`config.mk`:
```
export PLATFORM = sky130hd
export DESIGN_NAME = wd_router
export DESIGN_NICKNAME = d
export VERILOG_FILES = /design/src/rtl/axi_wd_pkg.sv /design/src/rtl/wd_route_fifo.sv /design/src/rtl/wd_router.sv
export SDC_FILE = /design/constraint.sdc
export NUM_CORES = 1
export LEC_CHECK = 0
export CELL_PAD_IN_SITES_DETAIL_PLACEMENT = 0
export CELL_PAD_IN_SITES_GLOBAL_PLACEMENT = 2
export CORE_ASPECT_RATIO = 1.25
export CORE_MARGIN = 3
export CORE_UTILIZATION = 27
export CTS_BUF_LIST = sky130_fd_sc_hd__clkbuf_2 sky130_fd_sc_hd__clkbuf_4 sky130_fd_sc_hd__clkbuf_8
export DETAILED_ROUTE_END_ITERATION = 12
export DONT_BUFFER_PORTS = 1
export PLACE_DENSITY_LB_ADDON = 0.15
export SKIP_CTS_REPAIR_TIMING = 1
export SLEW_MARGIN = 20
export SYNTH_ARGS = -nofsm -noshare
export SYNTH_HDL_FRONTEND = slang
export SYNTH_SLANG_ARGS = --single-unit
export TNS_END_PERCENT = 10
```
`constraint.sdc`:
```
create_clock -name clk -period 3.2 [get_ports clk]
set_clock_uncertainty 0.2 [all_clocks]
set_input_delay 0.64 -clock clk [delete_from_list [all_inputs] [get_ports clk]]
set_output_delay 0.64 -clock clk [all_outputs]
set_load 0.01 [all_outputs]
```
`src/rtl/axi_wd_pkg.sv`:
```
// Shared types for the AXI write-data router: the {master,slave} route record
// and the one-hot encodings used for masters and slaves.
package axi_wd_pkg;

  typedef struct packed {
    logic [1:0] master;
    logic [2:0] slave;
  } route_t;

  localparam logic [1:0] M0 = 2'b01;
  localparam logic [1:0] M1 = 2'b10;
  localparam logic [2:0] S0 = 3'b001;
  localparam logic [2:0] S1 = 3'b010;
  localparam logic [2:0] SD = 3'b100;

endpackage

```
`src/rtl/wd_route_fifo.sv`:
```
// Queue of outstanding AW routes; head is the route the W channel currently follows.
// A push while full is taken only when a pop happens in the same cycle.
module wd_route_fifo
  import axi_wd_pkg::*;
#(
  parameter int DEPTH = 2
) (
  input  logic   clk,
  input  logic   rst,
  input  logic   push,
  input  route_t push_route,
  input  logic   pop,
  output route_t head,
  output logic   empty,
  output logic   full
);

  localparam int PW = $clog2(DEPTH);
  localparam int CW = PW + 1;

  logic [PW-1:0] wr_ptr;
  logic [PW-1:0] rd_ptr;
  logic [CW-1:0] count;
  logic          do_push;
  logic          do_pop;
  route_t        mem [DEPTH];

  assign empty   = (count == '0);
  assign full    = (count == CW'(DEPTH));
  assign do_pop  = pop && !empty;
  assign do_push = push && (!full || do_pop);
  assign head    = mem[rd_ptr];

  // NOTE: state registers use non-blocking assignments so every flop samples pre-edge values.
  always_ff @(posedge clk or negedge rst) begin
    if (!rst) begin
      wr_ptr <= '0;
      rd_ptr <= '0;
      count  <= '0;
    end else begin
      if (do_push) wr_ptr <= wr_ptr + 1'b1;
      if (do_pop)  rd_ptr <= rd_ptr + 1'b1;
      case ({do_push, do_pop})
        2'b10:   count <= count + 1'b1;
        2'b01:   count <= count - 1'b1;
        default: ;
      endcase
    end
  end

  // NOTE: route storage is not reset; count alone decides which entries are live.
  always_ff @(posedge clk) begin
    if (do_push) mem[wr_ptr] <= push_route;
  end

endmodule

```
`src/rtl/wd_router.sv`:
```
// AXI write-data router: steers W beats from the head-route master to its slave.
// Define WD_ROUTER_REG_EN to insert a one-entry W register slice (one cycle latency).
`ifndef AXI_DATA_BITS
`define AXI_DATA_BITS 32
`endif
`ifndef AXI_STRB_BITS
`define AXI_STRB_BITS 4
`endif

module wd_router
  import axi_wd_pkg::*;
#(
  parameter int ROUTE_DEPTH = 2
) (
  input  logic                      clk,
  input  logic                      rst,
  input  logic                      aw_push,
  input  logic [1:0]                aw_master,
  input  logic [2:0]                aw_slave,
  output logic                      aw_full,
  input  logic [`AXI_DATA_BITS-1:0] WDATA_M0,
  input  logic [`AXI_STRB_BITS-1:0] WSTRB_M0,
  input  logic                      WLAST_M0,
  input  logic                      WVALID_M0,
  output logic                      WREADY_M0,
  input  logic [`AXI_DATA_BITS-1:0] WDATA_M1,
  input  logic [`AXI_STRB_BITS-1:0] WSTRB_M1,
  input  logic                      WLAST_M1,
  input  logic                      WVALID_M1,
  output logic                      WREADY_M1,
  output logic [`AXI_DATA_BITS-1:0] WDATA_S0,
  output logic [`AXI_STRB_BITS-1:0] WSTRB_S0,
  output logic                      WLAST_S0,
  output logic                      WVALID_S0,
  input  logic                      WREADY_S0,
  output logic [`AXI_DATA_BITS-1:0] WDATA_S1,
  output logic [`AXI_STRB_BITS-1:0] WSTRB_S1,
  output logic                      WLAST_S1,
  output logic                      WVALID_S1,
  input  logic                      WREADY_S1,
  output logic [`AXI_DATA_BITS-1:0] WDATA_SDEFAULT,
  output logic [`AXI_STRB_BITS-1:0] WSTRB_SDEFAULT,
  output logic                      WLAST_SDEFAULT,
  output logic                      WVALID_SDEFAULT,
  input  logic                      WREADY_SDEFAULT
);

  localparam int DW = `AXI_DATA_BITS;
  localparam int SW = `AXI_STRB_BITS;

  route_t          new_route;
  route_t          head;
  logic            empty;
  logic            full;
  logic            route_vld;
  logic            sel_m0;
  logic            sel_m1;
  logic            pop;

  logic            m_valid;
  logic            m_last;
  logic [DW-1:0]   m_data;
  logic [SW-1:0]   m_strb;
  logic            m_ready;

  logic            sl_valid;
  logic            sl_last;
  logic [DW-1:0]   sl_data;
  logic [SW-1:0]   sl_strb;
  logic [2:0]      sl_dest;
  logic            sel_sready;

  assign new_route = '{master: aw_master, slave: aw_slave};

  wd_route_fifo #(.DEPTH(ROUTE_DEPTH)) u_route_fifo (
    .clk        (clk),
    .rst        (rst),
    .push       (aw_push),
    .push_route (new_route),
    .pop        (pop),
    .head       (head),
    .empty      (empty),
    .full       (full)
  );

  assign aw_full   = full;
  assign route_vld = !empty;
  // M0 wins if a malformed route ever carries both master bits.
  assign sel_m0    = route_vld && head.master[0];
  assign sel_m1    = route_vld && !head.master[0] && head.master[1];

  always_comb begin
    m_valid = 1'b0;
    m_last  = 1'b0;
    m_data  = '0;
    m_strb  = '0;
    if (sel_m0) begin
      m_valid = WVALID_M0;
      m_last  = WLAST_M0;
      m_data  = WDATA_M0;
      m_strb  = WSTRB_M0;
    end else if (sel_m1) begin
      m_valid = WVALID_M1;
      m_last  = WLAST_M1;
      m_data  = WDATA_M1;
      m_strb  = WSTRB_M1;
    end
  end

  assign sel_sready = |(sl_dest & {WREADY_SDEFAULT, WREADY_S1, WREADY_S0});

`ifdef WD_ROUTER_REG_EN
  logic          s_vld;
  logic [2:0]    s_slave;
  logic [DW-1:0] s_data;
  logic [SW-1:0] s_strb;
  logic          s_last;
  logic          load;

  // The slice carries its own destination, so the route can pop as the last beat enters it.
  assign m_ready = route_vld && (!s_vld || sel_sready);
  assign load    = m_valid && m_ready;

  always_ff @(posedge clk or negedge rst) begin
    if (!rst) begin
      s_vld   <= 1'b0;
      s_slave <= '0;
      s_data  <= '0;
      s_strb  <= '0;
      s_last  <= 1'b0;
    end else if (load) begin
      s_vld   <= 1'b1;
      s_slave <= head.slave;
      s_data  <= m_data;
      s_strb  <= m_strb;
      s_last  <= m_last;
    end else if (s_vld && sel_sready) begin
      s_vld   <= 1'b0;
    end
  end

  assign sl_dest  = s_vld ? s_slave : 3'b000;
  assign sl_valid = s_vld;
  assign sl_data  = s_data;
  assign sl_strb  = s_strb;
  assign sl_last  = s_last;
`else
  assign m_ready  = sel_sready;
  assign sl_dest  = route_vld ? head.slave : 3'b000;
  assign sl_valid = m_valid;
  assign sl_data  = m_data;
  assign sl_strb  = m_strb;
  assign sl_last  = m_last;
`endif

  assign pop       = m_valid && m_ready && m_last;
  assign WREADY_M0 = sel_m0 && m_ready;
  assign WREADY_M1 = sel_m1 && m_ready;

  assign WVALID_S0       = sl_dest[0] && sl_valid;
  assign WDATA_S0        = sl_dest[0] ? sl_data : '0;
  assign WSTRB_S0        = sl_dest[0] ? sl_strb : '0;
  assign WLAST_S0        = sl_dest[0] && sl_last;
  assign WVALID_S1       = sl_dest[1] && sl_valid;
  assign WDATA_S1        = sl_dest[1] ? sl_data : '0;
  assign WSTRB_S1        = sl_dest[1] ? sl_strb : '0;
  assign WLAST_S1        = sl_dest[1] && sl_last;
  assign WVALID_SDEFAULT = sl_dest[2] && sl_valid;
  assign WDATA_SDEFAULT  = sl_dest[2] ? sl_data : '0;
  assign WSTRB_SDEFAULT  = sl_dest[2] ? sl_strb : '0;
  assign WLAST_SDEFAULT  = sl_dest[2] && sl_last;

endmodule
```
**Word level (Yosys, flattened, before mapping)**

Memory sizes are Yosys's and may differ from the RTL's.
Cells that the tools add are included.

- RAM bits: 10
- Output and inout port bits: 117
- Register bits: 4
- Word-level logic and storage cells: 52
- Memories: 1
- Input port bits: 87

- Reduce and logical (&&, ||, !) cells: 22
- Multiplexer cells: 18
- Bitwise operators: 1
- Equal/unequal tests: 3
- $add $sub $neg: 4

Memories:

| memory | words | width | read ports | clocked after Yosys merged registers in | wr ports | RTL line | RTL |
|---|---|---|---|---|---|---|---|
| u_route_fifo.mem | 2 | 5 | 1 | 0 | 1 | wd_route_fifo.sv:26 | `route_t mem [DEPTH];` |

Operator list:

| operator | count |
|---|---|
| $mux W32 | 5 |
| $mux W4 | 5 |
| $logic_and A1 B1 Y1 | 15 |
| $mux W1 | 6 |
| $eq A2 B2 Y1 const B | 2 |
| $pmux W2 S2 | 1 |
| $and A3 B3 Y3 | 1 |
| $logic_not A1 Y1 | 3 |
| $mux W3 | 1 |
| $reduce_or A3 Y1 | 1 |
| $add A1 B1 Y1 const B | 2 |
| $add A2 B1 Y2 const B | 1 |
| $eq A2 B1 Y1 const B | 1 |
| $logic_not A2 Y1 | 1 |
| $reduce_bool A2 Y1 | 1 |
| $sub A2 B1 Y2 const B | 1 |
| $logic_or A1 B1 Y1 | 1 |

**Logic depth before layout (Yosys ltp)**

Gate-level depths: netlist of the first run.

- Depth after elaboration: 13
- Mapped depth: 9
- Mapped depth without buffers: 8

**By module**

Synthesis of the first run repeated with hierarchy kept, for this count alone.

- Cells, all modules: 298
- Area, all modules: 1,958.1 um^2

By module, submodules not included:

| module | area each (um^2) | seq. area each (um^2) | times used | cells each |
|---|---|---|---|---|
| wd_router | 1,378.8 | 0.0 | 1 | 263 |
| wd_route_fifo | 579.3 | 400.4 | 1 | 35 |

**Worst setup path after synthesis of the first run**

OpenSTA, ideal clock, no wires.

- Path kind: flip-flop to output port
- From: register u_route_fifo.rd_ptr
- To: output port WDATA_S0[18]
- Required time: 2.360 ns
- Slack: 0.690 ns
- Arrival time: 1.670 ns
- Buffers on the path: 3
- Stages on the path, launching flop included: 8
- Path through: dfrtp_1 > buf_6 > or3b_1 > a21boi_1 > buf_2 > buf_4 > a22oi_1 > nor2_1

- Cells in the longest elaborated chain, start to end: 7
- Elaborated cells between the ends (all ways): 9
- Those cells by class: mux (4); reduce/logical (4); memory (1)

Ends and longest elaborated chain:

| what | RTL line | RTL |
|---|---|---|
| start, declared | wd_route_fifo.sv:22 | `logic [PW-1:0] rd_ptr;` |
| start signal, assigned | wd_route_fifo.sv:42 | `if (do_pop) rd_ptr <= rd_ptr + 1'b1;` |
| $mem_v2 Z2 W5 * | - |  |
| $logic_not A1 Y1 | wd_router.sv:90 | `assign sel_m1 = route_vld && !head.master[0] && head.master[1];` |
| $logic_and A1 B1 Y1 (2 in a row) | wd_router.sv:90 |  |
| $mux W32 | wd_router.sv:102 | `end else if (sel_m1) begin` |
| $mux W32 | wd_router.sv:97 | `if (sel_m0) begin` |
| $mux W32 * | wd_router.sv:161 | `assign WDATA_S0 = sl_dest[0] ? sl_data : '0;` |
| end, declared | wd_router.sv:31 | `` output logic [`AXI_DATA_BITS-1:0] WDATA_S0, `` |

Every way passes the cells marked *; elsewhere a longest branch is shown, timed or not.

**Worst setup path in the final report of the first run**

- From: register u_route_fifo.rd_ptr
- To: output port WDATA_SDEFAULT[17]

- Cells in the longest elaborated chain, start to end: 7
- Elaborated cells between the ends (all ways): 9
- Those cells by class: mux (4); reduce/logical (4); memory (1)

Ends and longest elaborated chain:

| what | RTL line | RTL |
|---|---|---|
| $mem_v2 Z2 W5 * | - |  |
| $logic_not A1 Y1 | wd_router.sv:90 |  |
| $logic_and A1 B1 Y1 (2 in a row) | wd_router.sv:90 |  |
| $mux W32 | wd_router.sv:102 |  |
| $mux W32 | wd_router.sv:97 |  |
| $mux W32 * | wd_router.sv:169 | `assign WDATA_SDEFAULT = sl_dest[2] ? sl_data : '0;` |
| end, declared | wd_router.sv:41 | `` output logic [`AXI_DATA_BITS-1:0] WDATA_SDEFAULT, `` |

Marks and branches as above.

==> results of run 1 <==
kinds of logic after synthesis:
family | Yosys count
buffers and inverters | 24
adder cells (fa/ha/maj) | 1
AO/OA/AOI/OAI | 46
XOR/XNOR | 5
multiplexers | 4
AND/OR/NAND/NOR | 131
flip-flops | 14
cells in the mapped netlist (all sizes together) (2+ instances only):
cell    instances  share of area (%)
nor2          117                 29
a22oi          37                 18
clkbuf         14                3.5
edfxtp         10                 20
buf             8                3.6
dfrtp           4                6.6
mux2            4                3.0
nand2           4               0.99
xnor2           3                2.2
a21boi          2               0.99
and2            2               0.83
inv             2               0.50
nor2b           2               0.83
o21ai           2                1.4
xor2            2                1.2
final cells by class:
| class | count | area, um2 |
|---|---|---|
| inverters | 2 | 7.51 |
| fillers | 579 | 3590 |
| clock buffers | 4 | 55.1 |
| repair buffers | 16 | 123 |
| multi-input cells | 187 | 1010 |
| well taps | 62 | 77.6 |
| flip-flops and latches | 14 | 400 |
power groups by stage:
stage	combinational, mW	clock (mW)	sequential, mW
final	1.57	0.165	0.307
after global routing	1.72	0.181	0.317
after floorplan	1.26	0	0.290
after CTS	1.57	0.167	0.307
after global placement	1.54	0	0.309
after detailed placement	1.57	0	0.312
sequential cells by signal, indices dropped and copies added, names as in the netlist:
register             cells
u_route_fifo.rd_ptr      1
u_route_fifo.wr_ptr      1
u_route_fifo.mem        10
u_route_fifo.count       2
critical path, delay by kind of cell (launching register included):
kind,cells,cell delay (ps)
simple gates,2,270
flops,1,460
mux,1,400
compound gates,1,330
buf+inv,2,350
worst paths after layout:
path | startpoint | cells after the start | endpoint
setup reg to reg | u_route_fifo.rd_ptr | 5 | u_route_fifo.mem[0][3]
min in group asynchronous | rst | 1 | u_route_fifo.wr_ptr
hold / removal | aw_slave[1] | 0 | u_route_fifo.mem[1][1]
setup / recovery | u_route_fifo.rd_ptr | 6 | WDATA_SDEFAULT[17]
hold reg to reg | u_route_fifo.wr_ptr | 1 | u_route_fifo.wr_ptr
max in group asynchronous | rst | 1 | u_route_fifo.count[0]
layer usage:
metal / up-vias / wire length, um / GRT usage [%]
met5: - / 0 / 0
met4: 0 / 17 / 1.51
met3: 2 / 755 / 5.12
met2: 134 / 3020 / 26.8
met1: 775 / 2050 / 16.3
li1: 757 / - / -
stage by stage:
stage          area (um2)  utilization, %
5_1_grt              1670            31.8
6_report             1670            31.8
3_3_place_gp         1610            30.6
2_1_floorplan        1510               -
4_1_cts              1660            31.6
3_5_place_dp         1610            30.6
==> metrics.md, run 1 <==
| Metric | Value |
|---|---|
| Via count | `1668` |
| Overall Power | `2.04 mW` |
| Worst-margin pin slew | `403 ps` |
| Final setup margin | `296 ps` |
| Final HPWL DP | `4.75 mm` |
| CTS tree | `built` |
| Crit-path most repeated cell | `buf_4` |
| Slowest stage delay, CP | `460 ps` |
| Die area | `6540 um2` |
| Post-Syn Area | `1510 um2` |
| Ys async rst share | `28.6%` |
| Final net count | `312` |
| Synth-to-Final Area Change | `10.6%` |
| Gr usage total | `14.4%` |
| N_diodes | `0` |
| Fin cells | `285` |
| Setup Crit Path Kind | `register to output port` |
| Crit-path max FO | `17` |
| Endpoints failing setup | `0` |
| CP Launch Type | `register` |
| Vias in the first global route | `1411` |
| Worst EP required | `2360 ps` |
| Post-route clock period utilization | `90.8%` |
| Post-synthesis sequential area ratio | `26.5%` |
| Initial DRC count | `103` |
| Adder-cell share of the synthesized area | `0.827%` |
| Comb power frac | `76.8%` |
| Final Wtd Congestion | `0.755` |
| Register share of total power | `15.1%` |
| Gr ovfl total | `0` |
| Synth Area in Compound Gates | `24.5%` |
| Ys flop type | `edfxtp_1` |
| Critical Path Sink Type | `output port` |
| WL final | `5.84 mm` |
| Pwr Density | `1220 nW/um2` |
| Net Sw Power | `1.23 mW` |
| Final antenna-violating net count | `0` |
| CP arrival | `2060 ps` |
| Min cycle time layout | `2900 ps` |
| Antenna violations before repair | `0` |
| TritonRoute pass-1 iters | `4` |
| Post-synthesis mux area share | `2.98%` |
| Clk slew on worst S/H paths | `50 ps` |
| Peak supply drop | `0.000588 V` |
| Via density | `5.85` |
| Netlist cell types | `32` |
| Core Area | `5260 um2` |
| Simple-gate share of the synthesized area | `34.3%` |
| Synth Net Count | `313` |
| Fin Setup TNS | `0 ps` |
| EDFF count, synth | `10` |
| # IOs | `204` |
| Final Hold Fails | `0` |
| Switching fraction of total power | `60.5%` |
| Routed WL per cell | `20.5 um` |
| Place WS | `539 ps` |
| Worst path cell trace | `mux2_2 > and2_1 > buf_4 > a22oi_1 > nor2_1 > buf_4` |
| Clock share of power | `8.1%` |
| Pleak | `0.643 nW` |
| Largest family of logic cells by synthesized area | `simple AND/OR/NAND/NOR gates` |
| Die W | `73.0 um` |
| Clk buf depth | `2` |
| RSZ-0062 raised after global routing | `false` |
| Starting utilization of the core area | `28.8%` |
| Placed Cells | `280` |
| Cell Rows | `29` |
| Post-Synthesis Cells | `225` |
| Max Clock Freq | `344 MHz` |
| CTS Buf Count | `3` |
| WHS | `291 ps` |
| Worst Hold Class | `input port to register` |
| Most frequent cells in the layout | `nor2_1, a22oi_1, buf_4` |
| Worst-path cell with the longest stage delay | `dfrtp_1` |
| Most common cell after layout, fill and taps aside | `nor2_1` |
| Yosys warns | `0` |
| H-tree Lvls | `1` |
| Slew Viols, Final | `0` |
| CTS root buf | `clkbuf_8` |
| R2R Setup Slk | `660 ps` |
| Port bufs | `0` |
| DRC | `0` |
| #FFs+latches synth | `14` |
| Largest net degree at the start of global routing | `23` |
| Max capacitance violation total | `0` |
| Clock Latency Late Sink | `240 ps` |
| Xor-xnor portion of the synthesized cell area | `3.39%` |
| Worst rel slew slack | `73.0%` |
| Clock sinks | `14` |
| Die Height | `89.7 um` |
| First-pass GRT wire length | `7.25 mm` |
| Share of cells above drive strength 1 | `12.1%` |
| Outcome | `complete, no violations` |
| Avg Inst Size Synth | `6.72 um2` |
| Int Power | `0.805 mW` |
Power figures use the tool's default switching activity.
==> inputs of run 2 (changes only) <==
- ABC_AREA: not set -> 1
- CORE_UTILIZATION: 27 -> 31
==> run 2 against run 1 <==
Effect of this change:
- critical path depth up 2
- die area up 15%
- first-iteration DRC count down 33%
- via count up 0.66%
- count of clock-buffer cells in the layout down 1
- worst setup slack better by 100 ps
- utilization up 2.0 points
- highest routed layer unchanged
==> metrics.md, run 2 <==
| Metric | Value |
|---|---|
| Outcome | `complete, no violations` |
| Port bufs | `0` |
| Worst EP required | `2360 ps` |
| Largest registers | `u_route_fifo.mem (10), u_route_fifo.count (2)` |
| Crit-path max FO | `13` |
| Post-Syn Area | `2020 um2` |
| Largest net degree at the start of global routing | `31` |
| TritonRoute pass-1 iters | `4` |
| EDFF count, synth | `10` |
| Avg Inst Size Synth | `8.31 um2` |
| Starting utilization of the core area | `32.3%` |
| Die area | `7520 um2` |
| Antenna violations before repair | `0` |
| CP Launch Type | `register` |
| Netlist cell types | `27` |
| Setup Crit Path Kind | `register to output port` |
| #FFs+latches synth | `14` |
| WL final | `6.22 mm` |
| Endpoints failing setup | `0` |
| Clock sinks | `14` |
| CTS Buf Count | `3` |
| Clock Latency Late Sink | `240 ps` |
| Synth-to-Final Area Change | `4.53%` |
| Layout Utilization | `33.8%` |
| Ys async rst share | `28.6%` |
| Core Area | `6250 um2` |
| Routed wl met3 | `574 um` |
| RSZ-0062 raised after global routing | `false` |
| Cell Rows | `32` |
| Synth area leader | `a22oi_4` |
| Worst-margin pin slew | `448 ps` |
| Overall Power | `2.54 mW` |
| Via density | `5.18` |
| Worst rel slew slack | `70.1%` |
| Synth Net Count | `331` |
| CP arrival | `1960 ps` |
| Max FFs per register | `10` |
| Initial DRC count | `69` |
| Max capacitance violation total | `0` |
| N_diodes | `0` |
| Final Wtd Congestion | `0.744` |
| Min cycle time layout | `2800 ps` |
| Max Clock Freq | `357 MHz` |
| Most common cell after layout, fill and taps aside | `nor2_1` |
| Gr ovfl total | `0` |
| Vias in the first global route | `1497` |
| Final net count | `328` |
| Clk buf depth | `2` |
| M1 wire length | `2.14 mm` |
| DRC | `0` |
| CTS root buf | `clkbuf_8` |
| Worst Hold Class | `register to register` |
| Count leader, synth | `nor2_1` |
| Yosys warns | `0` |
| Die Height | `96.2 um` |
| Clk slew on worst S/H paths | `60 ps` |
| Share of cells above drive strength 1 | `24.7%` |
| H-tree Lvls | `1` |
| Post-synthesis sequential area ratio | `19.8%` |
| Peak supply drop | `0.000545 V` |
| Dominant cells by area after synthesis | `a22oi_4, nor2_1, edfxtp_1` |
| Critical Path Sink Type | `output port` |
| Area fraction of the dominant cell type after synthesis | `30.6%` |
| First-pass GRT wire length | `8.52 mm` |
| Ys flop type | `edfxtp_1` |
| Most frequent cells in the layout | `nor2_1, a22oi_4, nand2_1` |
| Fin Setup TNS | `0 ps` |
| Slew Viols, Final | `0` |
| Fill count | `689` |
| Routed WL per cell | `19.2 um` |
| # IOs | `204` |
| Post-route clock period utilization | `87.5%` |
| Via count | `1679` |
| Die W | `78.2 um` |
| CTS tree | `built` |
| Pleak | `1.27 nW` |
| Biggest register | `u_route_fifo.mem` |
| Post-Synthesis Cells | `243` |
| Final HPWL DP | `5.05 mm` |
| Final Hold Fails | `0` |
| Pwr Density | `1200 nW/um2` |
| Top Layer Used | `met4` |
| Gr usage total | `14.3%` |
| Final antenna-violating net count | `0` |
| WL met2 | `3.49 mm` |
| Commonest cells post-synth | `nor2_1, a22oi_4, nand2_1, edfxtp_1, inv_1` |
run 2: changes by cell type after synthesis, moves of 3 or more:
| cell | change |
|---|---|
| a22oi_1 | -30 |
| nand3_1 | +3 |
| inv_1 | +8 |
| nor2_2 | +4 |
| clkbuf_1 | -7 |
| nand2_1 | +18 |
| buf_12 | +4 |
| nand3_2 | +3 |
| a22oi_4 | +29 |
| mux2_2 | -4 |
| nor2_1 | -4 |
| nand2_2 | +4 |
run 2: through the flow:
stage / instance area (um2) / worst slack, ps / cells / hold WS (ps)
floorplan: 2020 / 1010 / 243 / 144
global placement: 2050 / 672 / 319 / 145
detailed placement: 2050 / 625 / 319 / 145
CTS: 2100 / 369 / 323 / -114
global route: 2110 / 247 / 324 / 284
finish: 2110 / 399 / 324 / 269
run 2: layout make-up:
class	count	area, um2	share of cell area (%)
inverters	13	51.3	2.43
repair buffers	11	135	6.41
flip-flops and latches	14	400	19.0
multi-input cells	197	1370	65.0
well taps	85	106	5.04
clock inverters	1	3.75	0.178
clock buffers	3	41.3	1.96
run 2: critical path: stages, from the launching register on:
cell,delay [ps]
dfrtp_1,440
inv_2,150
nand2_1,60
nand2_1,110
nand3_2,110
inv_4,230
buf_4,260
a22oi_1,120
nor2_1,230
run 2: metal layers:
metal  vias to the layer above  global-route usage, %
li1                        794                      -
met2                        95                   28.5
met4                         0                   1.75
met3                         2                   3.37
met1                       788                   15.7
met5                         -                      0
run 2: final timing paths:
kind	startpoint	endpoint	slack, ps	cells past startpoint
max reg2reg	u_route_fifo.rd_ptr	u_route_fifo.count[1]	670	14
min in group asynchronous	rst	u_route_fifo.wr_ptr	480	1
max	u_route_fifo.rd_ptr	WDATA_SDEFAULT[0]	400	8
min reg2reg	u_route_fifo.wr_ptr	u_route_fifo.wr_ptr	270	2
max in group asynchronous	rst	u_route_fifo.rd_ptr	2140	1
min	u_route_fifo.wr_ptr	u_route_fifo.wr_ptr	270	2
run 2: logic make-up (layout without fill, tap and decap cells):
family	after synthesis	after routing	share of synthesized area (%)
buf+inv	32	28	12.2
flops	14	14	19.8
fa+ha+maj	1	1	0.620
compound gates	38	38	33.7
simple gates	155	155	32.4
xor+xnor	3	3	1.30
run 2: report_power, final:
| group | internal, mW | leakage [nW] | switching [mW] |
|---|---|---|---|
| logic | 0.676 | 1.11 | 1.43 |
| registers | 0.257 | 0.139 | 0.0333 |
| clock network | 0.0845 | 0.0231 | 0.0556 |
| total | 1.02 | 1.27 | 1.52 |
